$ cat src/rtl/usb_sof_tracker.sv
// USB SOF tracker: locks onto host frame timing, emits one tick per frame and
// synthesizes ticks across missed SOFs. Define SOF_TRACKER_IIR_EN for IIR period smoothing.
module usb_sof_tracker #(
  parameter int NOMINAL  = 48000,
  parameter int TOL      = 240,
  parameter int MISS_MAX = 3,
  parameter int PW       = 17
) (
  input  logic          clk,
  input  logic          rst_n,
  input  logic          enable,
  input  logic          sof_in,
  input  logic          clr,
  output logic          tick,
  output logic          tick_synth,
  output logic          locked,
  output logic          lost,
  output logic [PW-1:0] period,
  output logic [10:0]   frame_cnt,
  output logic [7:0]    miss_total
);

  localparam logic [PW-1:0] WIN_LO  = PW'((NOMINAL > TOL) ? NOMINAL - TOL : 0);
  localparam logic [PW-1:0] WIN_HI  = PW'(NOMINAL + TOL);
  localparam logic [PW:0]   TOL_W   = (PW+1)'(TOL);
  localparam logic [PW-1:0] CNT_PH  = PW'(TOL + 1);
  localparam logic [PW-1:0] CNT_ONE = PW'(1);
  localparam logic [3:0]    RUN_MAX = 4'(MISS_MAX);

  typedef enum logic [1:0] {S_IDLE, S_ACQ, S_TRACK, S_HOLD} state_t;

  state_t        state, state_nx;
  logic [PW-1:0] cnt, cnt_nx, cnt_inc;
  logic [PW-1:0] period_nx, period_upd;
  logic [PW:0]   deadline;
  logic [3:0]    run, run_nx, run_inc;
  logic          first, first_nx;
  logic          tick_nx, synth_nx, lost_nx;
  logic          in_win, sof_ok, dl_hit;

  assign cnt_inc  = (cnt == '1) ? cnt : cnt + CNT_ONE;
  assign in_win   = (cnt >= WIN_LO) && (cnt <= WIN_HI);
  assign sof_ok   = sof_in && in_win;
  assign deadline = {1'b0, period} + TOL_W;
  // A valid SOF landing on the deadline cycle wins over the synthesized tick.
  assign dl_hit   = ({1'b0, cnt} >= deadline) && !sof_ok;
  assign run_inc  = (state == S_TRACK) ? 4'd1 : run + 4'd1;

`ifdef SOF_TRACKER_IIR_EN
  assign period_upd = PW'(({2'b00, period} + {1'b0, period, 1'b0} + {2'b00, cnt}
                          + (PW+2)'(2)) >> 2);
`else
  assign period_upd = cnt;
`endif

  always_comb begin
    state_nx  = state;
    cnt_nx    = cnt_inc;
    period_nx = period;
    run_nx    = run;
    first_nx  = first;
    tick_nx   = 1'b0;
    synth_nx  = 1'b0;
    lost_nx   = 1'b0;
    if (!enable) begin
      state_nx = S_IDLE;
      cnt_nx   = '0;
      run_nx   = '0;
    end else begin
      case (state)
        S_IDLE: begin
          state_nx = S_ACQ;
          cnt_nx   = '0;
          first_nx = 1'b1;
        end
        S_ACQ: begin
          if (sof_in) begin
            tick_nx  = 1'b1;
            cnt_nx   = CNT_ONE;
            first_nx = 1'b0;
            if (!first && in_win) begin
              period_nx = cnt;
              run_nx    = '0;
              state_nx  = S_TRACK;
            end
          end
        end
        default: begin
          if (sof_ok) begin
            tick_nx   = 1'b1;
            cnt_nx    = CNT_ONE;
            period_nx = period_upd;
            run_nx    = '0;
            state_nx  = S_TRACK;
          end else if (dl_hit) begin
            // Reloading TOL+1 keeps the synthesized frame on the nominal phase.
            tick_nx  = 1'b1;
            synth_nx = 1'b1;
            cnt_nx   = CNT_PH;
            run_nx   = run_inc;
            state_nx = S_HOLD;
            if (run_inc >= RUN_MAX) begin
              lost_nx  = 1'b1;
              state_nx = S_ACQ;
              cnt_nx   = '0;
              run_nx   = '0;
              first_nx = 1'b1;
            end
          end
        end
      endcase
    end
  end

  always_ff @(posedge clk or negedge rst_n) begin
    if (!rst_n) begin
      state      <= S_IDLE;
      cnt        <= '0;
      run        <= '0;
      first      <= 1'b0;
      period     <= PW'(NOMINAL);
      tick       <= 1'b0;
      tick_synth <= 1'b0;
      lost       <= 1'b0;
      frame_cnt  <= '0;
      miss_total <= '0;
    end else begin
      state      <= state_nx;
      cnt        <= cnt_nx;
      run        <= run_nx;
      first      <= first_nx;
      period     <= period_nx;
      tick       <= tick_nx;
      tick_synth <= synth_nx;
      lost       <= lost_nx;
      if (tick_nx)
        frame_cnt <= frame_cnt + 11'd1;
      if (clr)
        miss_total <= '0;
      else if (synth_nx && (miss_total != '1))
        miss_total <= miss_total + 8'd1;
    end
  end

  assign locked = (state == S_TRACK) || (state == S_HOLD);

endmodule

$ cat config.mk
export PLATFORM = sky130hd
export DESIGN_NAME = usb_sof_tracker
export DESIGN_NICKNAME = d
export VERILOG_FILES = /design/src/rtl/usb_sof_tracker.sv
export SDC_FILE = /design/constraint.sdc
export NUM_CORES = 1
export LEC_CHECK = 0
export BUFFER_PORTS_ARGS = -buffer_cell sky130_fd_sc_hd__buf_4
export CAP_MARGIN = 25
export CORE_ASPECT_RATIO = 0.5
export CORE_MARGIN = 3
export CORE_UTILIZATION = 55
export DETAILED_ROUTE_END_ITERATION = 6
export MAX_ROUTING_LAYER = met4
export PLACE_DENSITY_LB_ADDON = 0.05
export SLEW_MARGIN = 20
export SYNTH_ARGS = -nofsm -noshare
export SYNTH_HDL_FRONTEND = slang
export SYNTH_SLANG_ARGS = --single-unit
$ cat constraint.sdc
create_clock -name clk -period 4.1 [get_ports clk]
set_input_delay 0.615 -clock clk [delete_from_list [all_inputs] [get_ports clk]]
set_output_delay 0.615 -clock clk [all_outputs]
set_load 0.02 [all_outputs]
==> flow_metrics.tcl, run 1 <==
set metrics [dict create \
    status "finished, final reports clean" \
    crit_path_end_kind "flip-flop" \
    power.switching_uw 382 \
    grt_setup_unrepaired "no" \
    pwr-share-comb_pct 9.7 \
    p_seq_share_pct 41.0 \
    cts_tree "yes" \
    die_area_um2 8050 \
    fp-row-count 20 \
    port-buffer-count 44 \
    r2r_setup_slack_ns 0.45 \
    drc 0 \
    synthArstFlopShare_pct 100 \
    fin_crit_sh_pct 89.0 \
    start_util_pct 60.0 \
    dr.pass1.iters 5 \
    hold_violations 0 \
    crit_family "simple AND/OR/NAND/NOR gates" \
    synth_area_leaders "dfrtp_1 (37%), ha_1 (7.5%), xnor2_1 (5.0%), dfstp_2 (4.8%), nand3_1 (3.1%)" \
    yosysUniqueCellTypes 67 \
    cts_buffer_depth 2 \
    ys_ff_latch 63 \
    hold_path.class "input port to asynchronous set/reset pin" \
    crit_path_cell_trace "inv_1, ha_1, nor3b_1, nor2_1, nand2_1, xor2_1, ha_1, nand4_1, o21bai_1, a22oi_1, o22ai_1, nand3_2, or4_1, a21oi_1" \
    period_needed_ns 3.65 \
    grt_pass1_vias 3055 \
    vias_per_cell 5.97 \
    coreArea_um2 6380 \
    worst_r2r_startpoint "period[4]" \
    regArea_um2 1590 \
    placed_cell_area_um2 4180 \
    yosys_warnings 0 \
    ir_worst_vdd_v 0.000205 \
    grt_first_pass_wirelength_um 14400 \
    max_freq_mhz 274 \
    p_int_uw 1280 \
    final_nets 461 \
    r2r_end "miss_total[4]" \
    worst_pin_slew_ns 0.782 \
    antenna_found_initial 0 \
    criticalPathCategory "flip-flop to flip-flop" \
    crit_fanout 11 \
    wl_um 8560 \
    clkTransAtPathRegs_ns 0.05 \
    syn_avg_cell_area_um2 9.76 \
    vias 3139 \
    critPathRequiredTime_ns 4.35 \
    relSlewSlack_pct 47.8 \
    synth_top_cell_area_share_pct 36.6 \
    nFillCells 478 \
    synth_nets 420 \
    p_leak_uw 0.00212 \
    grt.total_usage_pct 23.7 \
    wire_per_inst_um 16.3 \
    fin_area_um2 4500 \
    worstPathArrival_ns 3.90 \
    skew_ns 0.00485 \
    multi_input_area_um2 2080 \
    powerDensity_nw_per_um2 370 \
    synth_edf_count 0 \
    postRouteAntennaNets 0 \
    setup_violations 0 \
    clk_latency_ns 0.33 \
    drt_iter0_drc 207 \
    power_switching_share_pct 22.9 \
    root_buffer "clkbuf_16" \
    die_h_um 65.0 \
    critPathBufInv 1 \
    place_congestion 0.954 \
    syn_inst 392 \
    holdBufCountCts 0 \
    synth_ff_type "dfrtp_1" \
    postCtsResizedCells 0 \
    overflow 0 \
    reg2reg_depth 14 \
    clkSinkCount 63 \
    slowest_stage "or4_1" \
    hold_ws_ns 0.361 \
    boundaryPins 45 \
    synth_area_um2 3830 \
    setup_tns_ns 0 \
    area_growth_pct 17.7 \
    diodes 0 \
    crit_path_max_incr_delay_ns 0.57 \
    h-tree-depth 3 \
    power_uw 1670 \
    maxSlewViolCount 0 \
    power_frac_clock_pct 49.4 \
    critPathLaunchType "flip-flop" \
    post_cts_buffers 0 \
    maxCapViolations 0 \
    drive_above_1_share_pct 21.0 \
    numCtsBuffers 9 \
    grt_max_degree 64 \
    yosysSeqAreaShare_pct 41.4 \
    die_x_um 124 \
    yosys.area.top_type "dfrtp_1" \
    crit_path_frequent_cell "ha_1" \
    final_core_util_pct 70.6 \
    dpl.hpwl_um 6210 \
]
worst max-delay path by stage:
stage / depth (start not counted) / slack (ns) / from / end
after floorplan: 15 / 0.92 / period[4] / miss_total[4]
after global placement: 14 / 0.75 / period[4] / miss_total[3]
after detailed placement: 14 / 0.53 / period[4] / miss_total[4]
after CTS: 14 / 0.50 / period[4] / miss_total[4]
after global routing: 14 / 0.17 / period[4] / miss_total[4]
final: 14 / 0.45 / period[4] / miss_total[4]
Yosys cell counts, drive strengths merged, types with 2 or more instances:
library cell,instances
nor3,7
o21ai,23
xor2,13
or4,6
a21oi,14
nand2,31
nand2b,4
o21a,3
nor2,27
clkbuf,5
xnor2,22
dfstp,7
nor2b,4
o31ai,3
a22o,2
o311a,2
mux2,7
inv,18
or2,6
and3,13
ha,23
nand3,25
nor4,4
or3,2
a21o,4
o21bai,3
o211ai,2
a211oi,2
and2,4
and4,3
nor4b,2
a21bo,2
nor3b,3
dfrtp,56
a41oi,2
buf,10
nand4,13
per-stage QoR:
| step | setup WS, ns | cells |
|---|---|---|
| after CTS | 0.501 | 526 |
| after floorplan | 0.916 | 392 |
| after detailed placement | 0.531 | 510 |
| final | 0.453 | 526 |
| after global placement | 0.751 | 510 |
| after global routing | 0.173 | 526 |
cells in the final DEF (no fill, tap or decap), types with 6 or more instances in the layout:
master     count
o21ai_0       20
xnor2_1       22
or2_2          6
dfstp_2        7
inv_1         18
xor2_1        13
nand2_1       30
a21oi_1       12
buf_4         45
nand3_1       24
dfrtp_1       56
ha_1          23
and3_1        13
nor2_1        26
nand4_1       11
or4_1          6
clkbuf_16      9
nor3_1         7
power by group through the flow:
stage                     combinational (µW)  clock [µW]  sequential (µW)
after floorplan                         62.3           0              718
after global placement                   158           0              690
after detailed placement                 162           0              692
after CTS                                163         837              682
after global routing                     177         871              687
final                                    161         823              683
registers in the layout (all words and copies together), names as in the netlist:
signal and count:
tick_synth 1, miss_total 8, lost 1, frame_cnt 11, cnt 17, period 17
tick 1, run 4, first 1, state 2
worst reg2reg max path, cell delays in order, from the launching register on:
cell and delay, ns:
dfrtp_1 0.43, inv_1 0.10, ha_1 0.17, nor3b_1 0.40, nor2_1 0.15, nand2_1 0.11, xor2_1 0.23, ha_1 0.20
nand4_1 0.11, o21bai_1 0.16, a22oi_1 0.09, o22ai_1 0.39, nand3_2 0.30, or4_1 0.57, a21oi_1 0.17
per-layer routing:
layer	vias to the layer above	GRT usage [%]	share of wire (%)	wire [µm]
met3	14	6.28	7.0	596
met2	110	36.2	46	3930
met5	-	-	0	0
met1	1518	30.7	46	3910
met4	0	8.46	1.4	116
li1	1497	-	-	-
cell type report:
| class | count | area share (%) |
|---|---|---|
| multi-input cells | 296 | 46.1 |
| flip-flops and latches | 63 | 35.2 |
| repair buffers | 45 | 7.50 |
| clock buffers | 13 | 5.78 |
| well taps | 88 | 2.45 |
| inverters | 18 | 1.50 |
| clock inverters | 3 | 1.44 |
cells by family (layout without fill, tap and decap cells):
group,Yosys count,count (layout),synth area share [%]
simple gates,155,155,22.2
compound gates,75,75,14.0
fa+ha+maj,23,23,7.52
flops,63,63,41.4
mux,8,8,2.62
xor+xnor,35,35,8.01
buf+inv,33,79,4.28
Power figures use the tool's default switching activity.
==> run 2, diff against run 1 <==
- CTS_BUF_LIST: default -> sky130_fd_sc_hd__clkbuf_4
==> flow_metrics.tcl, run 2 (synthesis gave the netlist of run 1 again) <==
set metrics [dict create \
    mostFrequentLayoutCell "dfrtp_1" \
    die_x_um 124 \
    final_cell_mix "dfrtp_1 (56), buf_4 (45), nand2_1 (30)" \
    clkTransAtPathRegs_ns 0.09 \
    max_freq_mhz 276 \
    drive_above_1_share_pct 21.0 \
    place_congestion 0.954 \
    period_needed_ns 3.63 \
    powerDensity_nw_per_um2 304 \
    status "finished, final reports clean" \
    p_leak_uw 0.00205 \
    vias_per_cell 5.89 \
    regArea_um2 1590 \
    post_cts_buffers 0 \
    root_buffer "clkbuf_4" \
    nFillCells 500 \
    dp_slack_ns 0.531 \
    crit_end "miss_total[3]" \
    ir_worst_vdd_v 0.000209 \
    setup_violations 0 \
    area_growth_pct 13.2 \
    cts_tree "yes" \
    postRouteAntennaNets 0 \
    final_cells 526 \
    crit_path_end_kind "flip-flop" \
    hold_path.class "input port to asynchronous set/reset pin" \
    h-tree-depth 3 \
    worst_pin_slew_ns 0.787 \
    fin_crit_sh_pct 88.4 \
    overflow 0 \
    multi_input_area_um2 2080 \
    grt_setup_unrepaired "no" \
    port-buffer-count 44 \
    fp-row-count 20 \
    dpl.hpwl_um 6210 \
    holdBufCountCts 0 \
    crit_fanout 11 \
    power_uw 1320 \
    largestRegisters "cnt x17, period x17, frame_cnt x11" \
    relSlewSlack_pct 47.5 \
    drc 0 \
    criticalPathCategory "flip-flop to flip-flop" \
    grt_max_degree 64 \
    boundaryPins 45 \
    wire_per_inst_um 16.2 \
    maxCapViolations 0 \
    cts_buffer_depth 2 \
    r2r_end "miss_total[3]" \
    fin_area_um2 4330 \
    crit_start "period[4]" \
    worstPathArrival_ns 3.97 \
    start_util_pct 60.0 \
    wl_um 8540 \
    placed_cell_area_um2 4180 \
    critPathLaunchType "flip-flop" \
    dr.pass1.iters 4 \
    coreArea_um2 6380 \
    worst_r2r_startpoint "period[4]" \
    worst_slack_ns 0.474 \
    clk_latency_ns 0.43 \
    reg2reg_depth 14 \
    critPathRequiredTime_ns 4.44 \
    final_nets 461 \
    r2r_setup_slack_ns 0.47 \
    setup_tns_ns 0 \
    drt_iter0_drc 177 \
    maxSlewViolCount 0 \
    grt_pass1_vias 3006 \
    grt.total_usage_pct 23.3 \
    vias 3096 \
    die_h_um 65.0 \
    postCtsResizedCells 0 \
    die_area_um2 8050 \
    skew_ns 0.0184 \
    hold_violations 0 \
    dpl.cell_count 510 \
    numCtsBuffers 9 \
    diodes 0 \
    clkSinkCount 63 \
    grt_first_pass_wirelength_um 14200 \
    antenna_found_initial 0 \
]
-- run 2: cell types whose count changed in the layout (fill, tap and decap cells not counted) --
cell / change
clkbuf_8: -2
clkbuf_16: -9
clkbuf_1: -2
clkbuf_4: +11
clkinv_1: +2
-- run 2: per-layer routing --
metal  track usage (%)  vias to the layer above  wire, µm
li1                  -                     1500         -
met5                 -                        -         0
met3              7.32                       10       555
met1              30.5                     1496      3980
met2              35.5                       90      3920
met4              5.87                        0        77
-- run 2: worst min-delay path by stage --
stage	from	endpoint	slack, ns	cells past startpoint
2_1_floorplan	rst_n	cnt[0]	0.32	0
3_3_place_gp	frame_cnt[10]	frame_cnt[10]	0.46	1
3_5_place_dp	frame_cnt[10]	frame_cnt[10]	0.46	1
4_1_cts	rst_n	cnt[7]	0.27	1
5_1_grt	rst_n	period[1]	0.30	1
6_report	rst_n	cnt[9]	0.27	1
-- run 2: metrics by stage --
stage | hold WS, ns | utilization [%]
after CTS | 0.270 | 67.9
after detailed placement | 0.464 | 65.5
final | 0.265 | 67.9
after global routing | 0.304 | 67.9
after global placement | 0.462 | 65.5
after floorplan | 0.319 | -
-- run 2: critical path, cell delays in order, from the launching register on --
cell      delay, ns
dfrtp_1        0.45
inv_1          0.10
ha_1           0.17
nor3b_1        0.39
nor2_1         0.15
nand2_1        0.11
xor2_1         0.08
ha_1           0.30
nand4_1        0.10
o21bai_1       0.15
a22oi_1        0.09
o22ai_1        0.42
nand3_2        0.31
or4_1          0.57
a21oi_1        0.16
-- run 2: where the power goes --
group / leakage (µW) / internal (µW) / switching [µW]
combinational: 0.00115 / 70.1 / 91.2
clock: 0.0000859 / 256 / 220
sequential: 0.000814 / 649 / 31.7
total: 0.00205 / 975 / 343
-- run 2: final cells by class --
type | count | share of cell area (%)
Clock buffer | 11 | 1.91
Clock inverter | 5 | 1.67
Inverter | 18 | 1.56
Multi-Input combinational cell | 296 | 47.9
Sequential cell | 63 | 36.6
Tap cell | 88 | 2.54
Timing Repair Buffer | 45 | 7.80
==> run 3, diff against run 2 <==
- CORE_UTILIZATION: 55 -> 45
==> flow_metrics.tcl, run 3 (synthesis gave the netlist of run 1 again) <==
set metrics [dict create \
    grt_setup_unrepaired "no" \
    cts_buffer_depth 2 \
    crit_start "period[4]" \
    grt_first_pass_wirelength_um 14700 \
    worst_pin_slew_ns 0.894 \
    largestRegisters "cnt x17, period x17, frame_cnt x11" \
    met1_length_um 4270 \
    wire_per_inst_um 15.7 \
    drive_above_1_share_pct 20.1 \
    crit_path_end_kind "flip-flop" \
    port-buffer-count 44 \
    fin_crit_sh_pct 90.3 \
    power_uw 1240 \
    fp-row-count 23 \
    hold_path.class "input port to asynchronous set/reset pin" \
    powerDensity_nw_per_um2 287 \
    wl_um 8590 \
    skew_ns 0.0148 \
    coreArea_um2 8140 \
    critPathRequiredTime_ns 4.41 \
    worst_slack_ns 0.398 \
    dr.pass1.iters 4 \
    maxCapViolations 0 \
    setup_violations 0 \
    crit_fanout 11 \
    clkTransAtPathRegs_ns 0.11 \
    drc 0 \
    crit_family "compound AO/OA/AOI/OAI gates" \
    critPathLaunchType "flip-flop" \
    dr_wl_met2_um 3890 \
    final_nets 460 \
    criticalPathCategory "flip-flop to flip-flop" \
    r2r_end "frame_cnt[1]" \
    vias_per_cell 5.58 \
    final_cell_mix "dfrtp_1 (56), buf_4 (44), nand2_1 (30)" \
    final_core_util_pct 53.1 \
    die_h_um 71.2 \
    maxSlewViolCount 0 \
    max_freq_mhz 270 \
    die_x_um 136 \
    grt_pass1_vias 3076 \
    post_cts_buffers 0 \
    cts_tree "yes" \
    postRouteAntennaNets 0 \
    root_buffer "clkbuf_4" \
    worstPathArrival_ns 4.01 \
    diodes 0 \
    overflow 0 \
    dp_slack_ns 0.448 \
    numCtsBuffers 9 \
    crit_path_max_incr_delay_ns 0.75 \
    vias 3064 \
    antenna_found_initial 0 \
    hold_ws_ns 0.251 \
    clk_latency_ns 0.42 \
    setup_tns_ns 0 \
    crit_path_cell_trace "inv_1, ha_1, nor3b_1, nor2_1, nand2_1, xor2_1, ha_1, nand4_1, o21bai_1, a22oi_1, o22a_1, o311ai_2, nand2_2, mux2_4" \
    mostFrequentLayoutCell "dfrtp_1" \
    dr_wl_met3_um 356 \
    die_area_um2 9710 \
    grt_max_degree 64 \
    p_leak_uw 0.00202 \
    dpl.hpwl_um 6260 \
    holdBufCountCts 0 \
    maxUsedRoutingLayer "met4" \
    r2r_setup_slack_ns 0.40 \
    hold_violations 0 \
    relSlewSlack_pct 40.3 \
    postCtsResizedCells 0 \
    crit_path_frequent_cell "ha_1" \
    grt.total_usage_pct 19.6 \
    worst_r2r_startpoint "period[4]" \
    drt_iter0_drc 119 \
    status "finished, final reports clean" \
    critPathBufInv 1 \
    place_congestion 0.853 \
    boundaryPins 45 \
    area_growth_pct 12.9 \
    period_needed_ns 3.70 \
    slowest_stage "o311ai_2" \
    clkSinkCount 63 \
    h-tree-depth 3 \
    reg2reg_depth 14 \
    ir_worst_vdd_v 0.000184 \
    start_util_pct 47.0 \
]
-- run 3: metrics by stage --
stage / cells / area (µm²)
after detailed placement: 533 / 4200
final: 549 / 4320
after floorplan: 392 / 3830
after global routing: 549 / 4320
after global placement: 533 / 4200
after CTS: 549 / 4320
-- run 3: routing by layer --
metal	GRT usage (%)	up-vias
met3	5.40	8
met5	-	-
met2	30.3	62
li1	-	1488
met4	5.70	0
met1	25.6	1506
-- run 3: worst max path at each step --
stage                     depth (start not counted)       endpoint
after detailed placement                         14   frame_cnt[1]
after global routing                             14   frame_cnt[1]
after global placement                           14   frame_cnt[1]
final                                            14   frame_cnt[1]
after CTS                                        14   frame_cnt[1]
after floorplan                                  15  miss_total[4]
-- run 3: where the power goes --
group          switching [µW]  leakage [µW]  total, µW  internal [µW]
Clock                     222     0.0000673        397            175
Combinational            91.8       0.00114        162           70.1
Sequential               33.0      0.000814        682            649
-- run 3: final cells by class --
type                       instances  area (µm²)
fill                             773        3820
multi-input combinational        296        2080
sequential                        63        1590
timing repair buffer              44         330
tap                              112         140
clock buffer                       9        67.6
inverter                          18        67.6
clock inverter                     7        53.8
